### src/rtl/rng_draw.sv
// Seedable xorshift RNG with a req/valid handshake. Draws an unbiased index in
// [0, RANGE) by rejection sampling, forcing an accept after MAX_TRIES rounds.
module rng_draw #(
  parameter int unsigned      WIDTH        = 32,
  parameter int unsigned      RANGE        = 52,
  parameter int unsigned      MAX_TRIES    = 8,
  parameter int unsigned      FREE_RUN     = 1,
  parameter logic [WIDTH-1:0] SEED_DEFAULT = WIDTH'(1),
  localparam int unsigned     IDX_W        = $clog2(RANGE)
) (
  input  logic             clk,
  input  logic             reset,
  input  logic             seed_we,
  input  logic [WIDTH-1:0] seed_in,
  input  logic             req,
  output logic             ready,
  output logic             valid,
  output logic [IDX_W-1:0] value,
  output logic             biased,
  output logic [7:0]       rejects,
  output logic [WIDTH-1:0] state_out
);

  localparam logic [1:0] IDLE  = 2'd0;
  localparam logic [1:0] STEP  = 2'd1;
  localparam logic [1:0] CHECK = 2'd2;

  localparam int unsigned TRY_W = (MAX_TRIES > 1) ? $clog2(MAX_TRIES) : 1;

  // Largest multiple of RANGE that fits in WIDTH bits; states at or above it are rejected.
  localparam logic [WIDTH:0] SPAN  = {1'b1, {WIDTH{1'b0}}};
  localparam logic [WIDTH:0] LIMIT = (SPAN / (WIDTH+1)'(RANGE)) * (WIDTH+1)'(RANGE);

  logic [1:0]       fsm_q, fsm_d;
  logic [WIDTH-1:0] rng_q, rng_d;
  logic [TRY_W-1:0] tries_q, tries_d;
  logic             valid_q, valid_d;
  logic             biased_q, biased_d;
  logic [IDX_W-1:0] value_q, value_d;
  logic [7:0]       rejects_q, rejects_d;
  logic             accept;

  function automatic logic [WIDTH-1:0] xs_next(input logic [WIDTH-1:0] x);
    logic [WIDTH-1:0] y;
    y = x;
    if (WIDTH == 64) begin
      y = y ^ (y << 13);
      y = y ^ (y >> 7);
      y = y ^ (y << 17);
    end else begin
      y = y ^ (y << 13);
      y = y ^ (y >> 17);
      y = y ^ (y << 5);
    end
    return y;
  endfunction

  assign accept = ({1'b0, rng_q} < LIMIT);

  always_comb begin
    fsm_d     = fsm_q;
    rng_d     = rng_q;
    tries_d   = tries_q;
    valid_d   = 1'b0;
    biased_d  = 1'b0;
    value_d   = value_q;
    rejects_d = rejects_q;
    if (seed_we) begin
      rng_d     = (seed_in == '0) ? SEED_DEFAULT : seed_in;
      fsm_d     = IDLE;
      tries_d   = '0;
      rejects_d = '0;
    end else begin
      case (fsm_q)
        IDLE: begin
          // The edge that consumes req does not free-run the state.
          if (req) begin
            fsm_d   = STEP;
            tries_d = '0;
          end else if (FREE_RUN != 0) begin
            rng_d = xs_next(rng_q);
          end
        end
        STEP: begin
          rng_d = xs_next(rng_q);
          fsm_d = CHECK;
        end
        CHECK: begin
          if (accept || (tries_q == TRY_W'(MAX_TRIES - 1))) begin
            valid_d  = 1'b1;
            value_d  = IDX_W'(rng_q % WIDTH'(RANGE));
            biased_d = ~accept;
            fsm_d    = IDLE;
          end else begin
            tries_d = tries_q + TRY_W'(1);
            if (rejects_q != 8'hFF) rejects_d = rejects_q + 8'd1;
            fsm_d = STEP;
          end
        end
        default: fsm_d = IDLE;
      endcase
    end
  end

  always_ff @(posedge clk) begin
    if (reset) begin
      fsm_q     <= IDLE;
      rng_q     <= SEED_DEFAULT;
      tries_q   <= '0;
      valid_q   <= 1'b0;
      biased_q  <= 1'b0;
      value_q   <= '0;
      rejects_q <= '0;
    end else begin
      fsm_q     <= fsm_d;
      rng_q     <= rng_d;
      tries_q   <= tries_d;
      valid_q   <= valid_d;
      biased_q  <= biased_d;
      value_q   <= value_d;
      rejects_q <= rejects_d;
    end
  end

  assign ready     = (fsm_q == IDLE);
  assign valid     = valid_q;
  assign value     = value_q;
  assign biased    = biased_q;
  assign rejects   = rejects_q;
  assign state_out = rng_q;

endmodule

### config.mk
export PLATFORM = sky130hd
export DESIGN_NAME = rng_draw
export DESIGN_NICKNAME = d
export VERILOG_FILES = /design/src/rtl/rng_draw.sv
export SDC_FILE = /design/constraint.sdc
export NUM_CORES = 1
export LEC_CHECK = 0
export BUFFER_PORTS_ARGS = -buffer_cell sky130_fd_sc_hd__buf_2
export CAP_MARGIN = 20
export CORE_ASPECT_RATIO = 0.5
export CORE_MARGIN = 5
export CORE_UTILIZATION = 55
export CTS_BUF_LIST = sky130_fd_sc_hd__clkbuf_16
export DETAILED_ROUTE_END_ITERATION = 10
export PLACE_DENSITY = 0.74
export SYNTH_ARGS = -nofsm -noshare
export SYNTH_HDL_FRONTEND = slang
export SYNTH_SLANG_ARGS = --single-unit
### constraint.sdc
create_clock -name clk -period 16.8 [get_ports clk]
set_input_delay 0 -clock clk [delete_from_list [all_inputs] [get_ports clk]]
set_output_delay 0 -clock clk [all_outputs]
set_load 0.1 [all_outputs]
==> flow_summary.json, run 1 <==
{
  "status": "finished clean",
  "grt_pass1_wl_um": 53600,
  "hold_violations": 0,
  "wl_met1_um": 14700,
  "synth-edff-count": 0,
  "slowest_delay_ns": 0.58,
  "core-area_mm2": 0.0174,
  "ctsHtreeMaxLevel": 2,
  "wl_per_cell_um": 19.6,
  "maxCapViolCount": 0,
  "portBuffers": 84,
  "syn_inst": 1411,
  "clock-root-buffer": "clkbuf_16",
  "critPathKind": "reg2reg",
  "async_flop_share": 0,
  "met3_length_um": 3300,
  "cp_num_buf_inv": 4,
  "layout-drive-gt1-share": 0.174,
  "drc_errors": 0,
  "worst_slack_ns": 0.841,
  "crit_fanout": 21,
  "clock_skew_ns": 0.0122,
  "die_w_um": 199,
  "min_path_type": "in2reg",
  "startpoint_type": "flop",
  "crit_arrival_ns": 16.18,
  "max_freq_mhz": 62.7,
  "grtUsageTotal": 0.302,
  "path_delay_family": "compound AO/OA/AOI/OAI gates",
  "crit_cells": 58,
  "crit_slowest_cell": "a222oi_1",
  "worstPathRequired_ns": 17.02,
  "grt-ovfl-total": 0,
  "totalWireLength_um": 33500,
  "wl_met2_um": 14800,
  "syn-cell-area_mm2": 0.00979,
  "yosys_warnings": 0,
  "die_h_um": 104,
  "period_needed_ns": 15.96,
  "grt_pass1_vias": 10500,
  "ant_nets": 0,
  "cts_buffer_depth": 2,
  "grt_start_max_net_pins": 66,
  "fin_crit_sh": 0.950,
  "synth_nets": 1450,
  "timing.hold.ws_ns": 0.0135,
  "holdPathStages": 3,
  "pre_cts_slack_ns": 0.251,
  "cts_tree": "done",
  "start_util": 0.561,
  "via_per_inst": 6.87,
  "dp_hpwl_um": 24100,
  "synthFlopType": "dfxtp_1",
  "ys_seq_area_frac": 0.108,
  "area_delta_synth_final_pct": 13.2,
  "setup-violations-final": 0,
  "slew_headroom": 0.454,
  "yosysUniqueCellTypes": 122,
  "top_layer_used": "met5",
  "ff2ff_path_depth": 58,
  "antenna_found_initial": 1,
  "slew_violations": 0,
  "die-area_mm2": 0.0207,
  "clk_latency_ns": 0.31,
  "crit_path_end_kind": "flop",
  "tightestPinTransition_ns": 0.819,
  "drt_iter0_markers": 1372,
  "io_pins": 85,
  "nNetsFinal": 1517,
  "antenna_cells": 0,
  "vias": 11800,
  "rows": 34,
  "cts_made_buffers": 5,
  "dr.pass1.iters": 6,
  "ys_seq_elements": 53,
  "cts.clk_slew.worst_paths_ns": 0.07,
  "cts.sinks": 53,
  "gp_congestion": 0.977,
  "syn_avg_cell_area_um2": 6.94
}
==> layout make-up <==
cell class,count,area (µm²)
multi-input combinational,1206,8270
fill,1576,6360
timing repair buffer,171,1140
sequential,53,1070
tap,234,293
inverter,41,154
clock buffer,5,125
clock inverter,3,21.3
==> tightest hold or removal path, cell delays in order <==
cell,delay [ns]
buf_2,0.13
a21oi_1,0.07
nor2_1,0.07
==> final timing paths <==
path | from | end | slack (ns)
max | state_out[27] | value[5] | 0.84
min | seed_in[1] | state_out[1] | 0.01
max reg2reg | state_out[27] | value[5] | 0.84
min reg2reg | value[4] | value[4] | 0.48
==> Yosys cell counts, types with 10 or more instances <==
cell,instances,area share
nand3_1,64,0.033
inv_1,34,0.013
xnor2_1,95,0.085
dfxtp_1,53,0.11
clkbuf_1,58,0.022
buf_1,18,0.0069
o21ai_1,17,0.0087
o211ai_1,24,0.018
buf_2,28,0.014
a211oi_1,21,0.016
o21ai_0,49,0.025
o22ai_1,10,0.0064
a21oi_1,101,0.052
xor2_1,19,0.017
a21o_1,14,0.011
nand2b_1,14,0.0089
nand2_1,103,0.039
o21a_1,17,0.013
nor2_1,168,0.064
or3_1,17,0.011
mux2i_1,31,0.032
nor3_1,51,0.026
nor4_1,29,0.019
a31oi_1,10,0.0064
nand4_1,30,0.019
o2111ai_1,10,0.0089
and2_1,13,0.0083
and3_1,12,0.0077
==> placed cells by master (no fill, tap or decap), drive strengths merged, types with 11 or more instances in the layout <==
cell         count
a211oi          22
a21o            14
a21oi          107
a31oi           11
and2            14
and3            12
buf            143
dfxtp           53
dlygate4sd3     28
inv             36
mux2i           31
nand2          104
nand2b          14
nand3           64
nand4           30
nor2           173
nor3            53
nor4            30
o211ai          25
o21a            18
o21ai           69
o311ai          12
o31ai           12
or2             19
or3             17
xnor2          101
xor2            21
==> sequential cells by signal, summed over array words and instances, names as in the netlist <==
name       flops
biased         1
fsm_q          2
rejects        8
state_out     32
tries_q        3
valid          1
value          6
==> repair_timing <==
action / 4_1_cts / 5_1_grt
hold endpoints to repair: 28 / 0
gates resized for setup: 0 / 41
hold buffers: 28 / 0
buffers inserted: 0 / 15
setup endpoints to repair: 0 / 4
==> per-layer routing <==
layer	global-route usage	up-vias
li1	-	5473
met2	0.475	672
met4	0.0668	2
met5	0	-
met1	0.436	5534
met3	0.0450	94
==> metrics by stage <==
stage | utilization | TNS [ns] | instance area [µm²] | cells
after floorplan | - | 0 | 9790 | 1411
after global placement | 0.593 | 0 | 10300 | 1661
after detailed placement | 0.593 | 0 | 10300 | 1661
after CTS | 0.617 | 0 | 10800 | 1697
after global routing | 0.635 | -0.0478 | 11100 | 1713
final | 0.635 | 0 | 11100 | 1713
==> kinds of logic (layout without fill, tap and decap cells) <==
logic type	Yosys count	in the layout	synth area share
AOI/OAI and AO/OA	465	466	0.368
xor gates and xnor gates	122	122	0.116
adders and majority gates	6	6	0.00703
buffers and inverters	153	220	0.0665
DFF	53	53	0.108
muxes	39	39	0.0417
and+or+nand+nor	573	573	0.292
Power of run 1 is not shown: default switching activity piles up to over one toggle a cycle in this logic, so the estimate is an artifact.
==> run 2, diff against run 1 <==
--- a/config.mk
+++ b/config.mk
@@ -7,7 +7,7 @@
 export LEC_CHECK = 0
 export BUFFER_PORTS_ARGS = -buffer_cell sky130_fd_sc_hd__buf_2
 export CAP_MARGIN = 20
-export CORE_ASPECT_RATIO = 0.5
+export CORE_ASPECT_RATIO = 0.8
 export CORE_MARGIN = 5
 export CORE_UTILIZATION = 55
 export CTS_BUF_LIST = sky130_fd_sc_hd__clkbuf_16
==> run 2 against run 1 <==
Fmax shrank 0.18%. Register-to-register slack lost 0.03 ns. Worst setup slack lost 0.028 ns. Largest cell class unchanged.
==> flow_summary.json, run 2 (same netlist as run 1, synthesis figures left out) <==
{
  "status": "finished clean",
  "cts.sinks": 53,
  "portBuffers": 84,
  "grt-ovfl-total": 0,
  "antenna_found_initial": 0,
  "nNetsFinal": 1507,
  "largest_reg_flops": 32,
  "reg2reg_from": "state_out[26]",
  "slew_violations": 0,
  "cts.clk_slew.worst_paths_ns": 0.07,
  "mostFrequentLayoutCells": "165 x nor2_1, 103 x nand2_1, 100 x a21oi_1, 94 x xnor2_1, 84 x buf_2",
  "die_w_um": 159,
  "multi_input_area_mm2": 0.00823,
  "vias": 11800,
  "crit_fanout": 17,
  "grtUsageTotal": 0.285,
  "area_delta_synth_final_pct": 12.1,
  "antenna_cells": 0,
  "grt_pass1_vias": 9966,
  "clock_skew_ns": 0.00902,
  "setup-violations-final": 0,
  "cts_buffer_depth": 2,
  "place_area_mm2": 0.0103,
  "ant_nets": 0,
  "drt_iter0_markers": 1795,
  "cts_made_buffers": 5,
  "crit_path_end_kind": "flop",
  "drc_errors": 0,
  "die-area_mm2": 0.0206,
  "critPathKind": "reg2reg",
  "dp_hpwl_um": 23000,
  "ff2ff_path_depth": 56,
  "io_pins": 85,
  "totalWireLength_um": 32000,
  "startpoint_type": "flop",
  "layout-drive-gt1-share": 0.164,
  "holdPathStages": 3,
  "maxCapViolCount": 0,
  "fin_area_mm2": 0.0110,
  "worstPathRequired_ns": 16.93,
  "crit_arrival_ns": 16.12,
  "hp-start": "seed_in[3]",
  "wl_per_cell_um": 18.9,
  "gp_congestion": 0.972,
  "cts_tree": "done",
  "rows": 43,
  "seqCellArea_mm2": 0.00107,
  "final_common_cell": "nor2_1",
  "crit_start": "state_out[26]",
  "whs_endpoint": "state_out[3]",
  "nFillCells": 1566,
  "tightestPinTransition_ns": 1.12,
  "hold_violations": 0,
  "die_h_um": 129,
  "slew_headroom": 0.246,
  "slowest_delay_ns": 0.61,
  "core-area_mm2": 0.0174,
  "dr.pass1.iters": 6,
  "ctsHtreeMaxLevel": 2,
  "timing.rr.end": "value[5]",
  "fin_crit_sh": 0.952,
  "grt_pass1_wl_um": 50900,
  "min_path_type": "in2reg",
  "clock-root-buffer": "clkbuf_16",
  "r2r_slack_ns": 0.81,
  "start_util": 0.562,
  "crit_slowest_cell": "o31ai_1",
  "period_needed_ns": 15.99,
  "via_per_inst": 6.94,
  "max_freq_mhz": 62.5,
  "clk_latency_ns": 0.30,
  "grt_start_max_net_pins": 66
}
-- run 2: cell type report --
type / count / area share
Clock inverter: 3 / 0.00160
Inverter: 41 / 0.0140
Clock buffer: 5 / 0.0114
Tap cell: 225 / 0.0257
Multi-Input combinational cell: 1205 / 0.750
Sequential cell: 53 / 0.0980
Timing Repair Buffer: 162 / 0.0994
-- run 2: worst max-delay path by stage --
stage                     endpoint  depth (start not counted)
after floorplan           value[5]                         61
after global placement    value[5]                         55
after detailed placement  value[5]                         54
after CTS                 value[5]                         54
after global routing      value[5]                         57
final                     value[5]                         56
-- run 2: per-layer routing --
layer / wire, µm / vias up / GRT usage
li1: - / 5459 / -
met1: 14400 / 5467 / 0.426
met2: 13700 / 767 / 0.439
met3: 3230 / 71 / 0.0362
met4: 663 / 0 / 0.0607
met5: 0 / - / 0
-- run 2: worst max-delay path, delay by kind of cell (launching register included) --
kind	cells	cell delay, ns
mux	4	1.05
compound gates	38	10.59
flops	1	0.56
buf+inv	4	0.72
xor+xnor	4	1.11
simple gates	6	1.74
-- run 2: stage by stage --
stage | hold slack (ns) | utilization | instances | setup WS (ns) | TNS [ns]
floorplan | 0.0869 | - | 1411 | 1.91 | 0
global placement | 0.247 | 0.589 | 1645 | 0.553 | 0
detailed placement | 0.252 | 0.589 | 1645 | 0.181 | 0
CTS | 0.0477 | 0.614 | 1682 | 0.133 | 0
global route | 0.0621 | 0.629 | 1694 | -0.142 | -0.240
finish | 0.0511 | 0.629 | 1694 | 0.812 | 0
-- run 2: what timing repair did --
item                                    CTS  global route
hold endpoints to repair                 29             0
gates resized for setup                   0            35
buffers inserted                          0            12
hold buffers                             29             0
endpoints found under the setup margin    0             4
Power of run 2 is left out for the same reason.
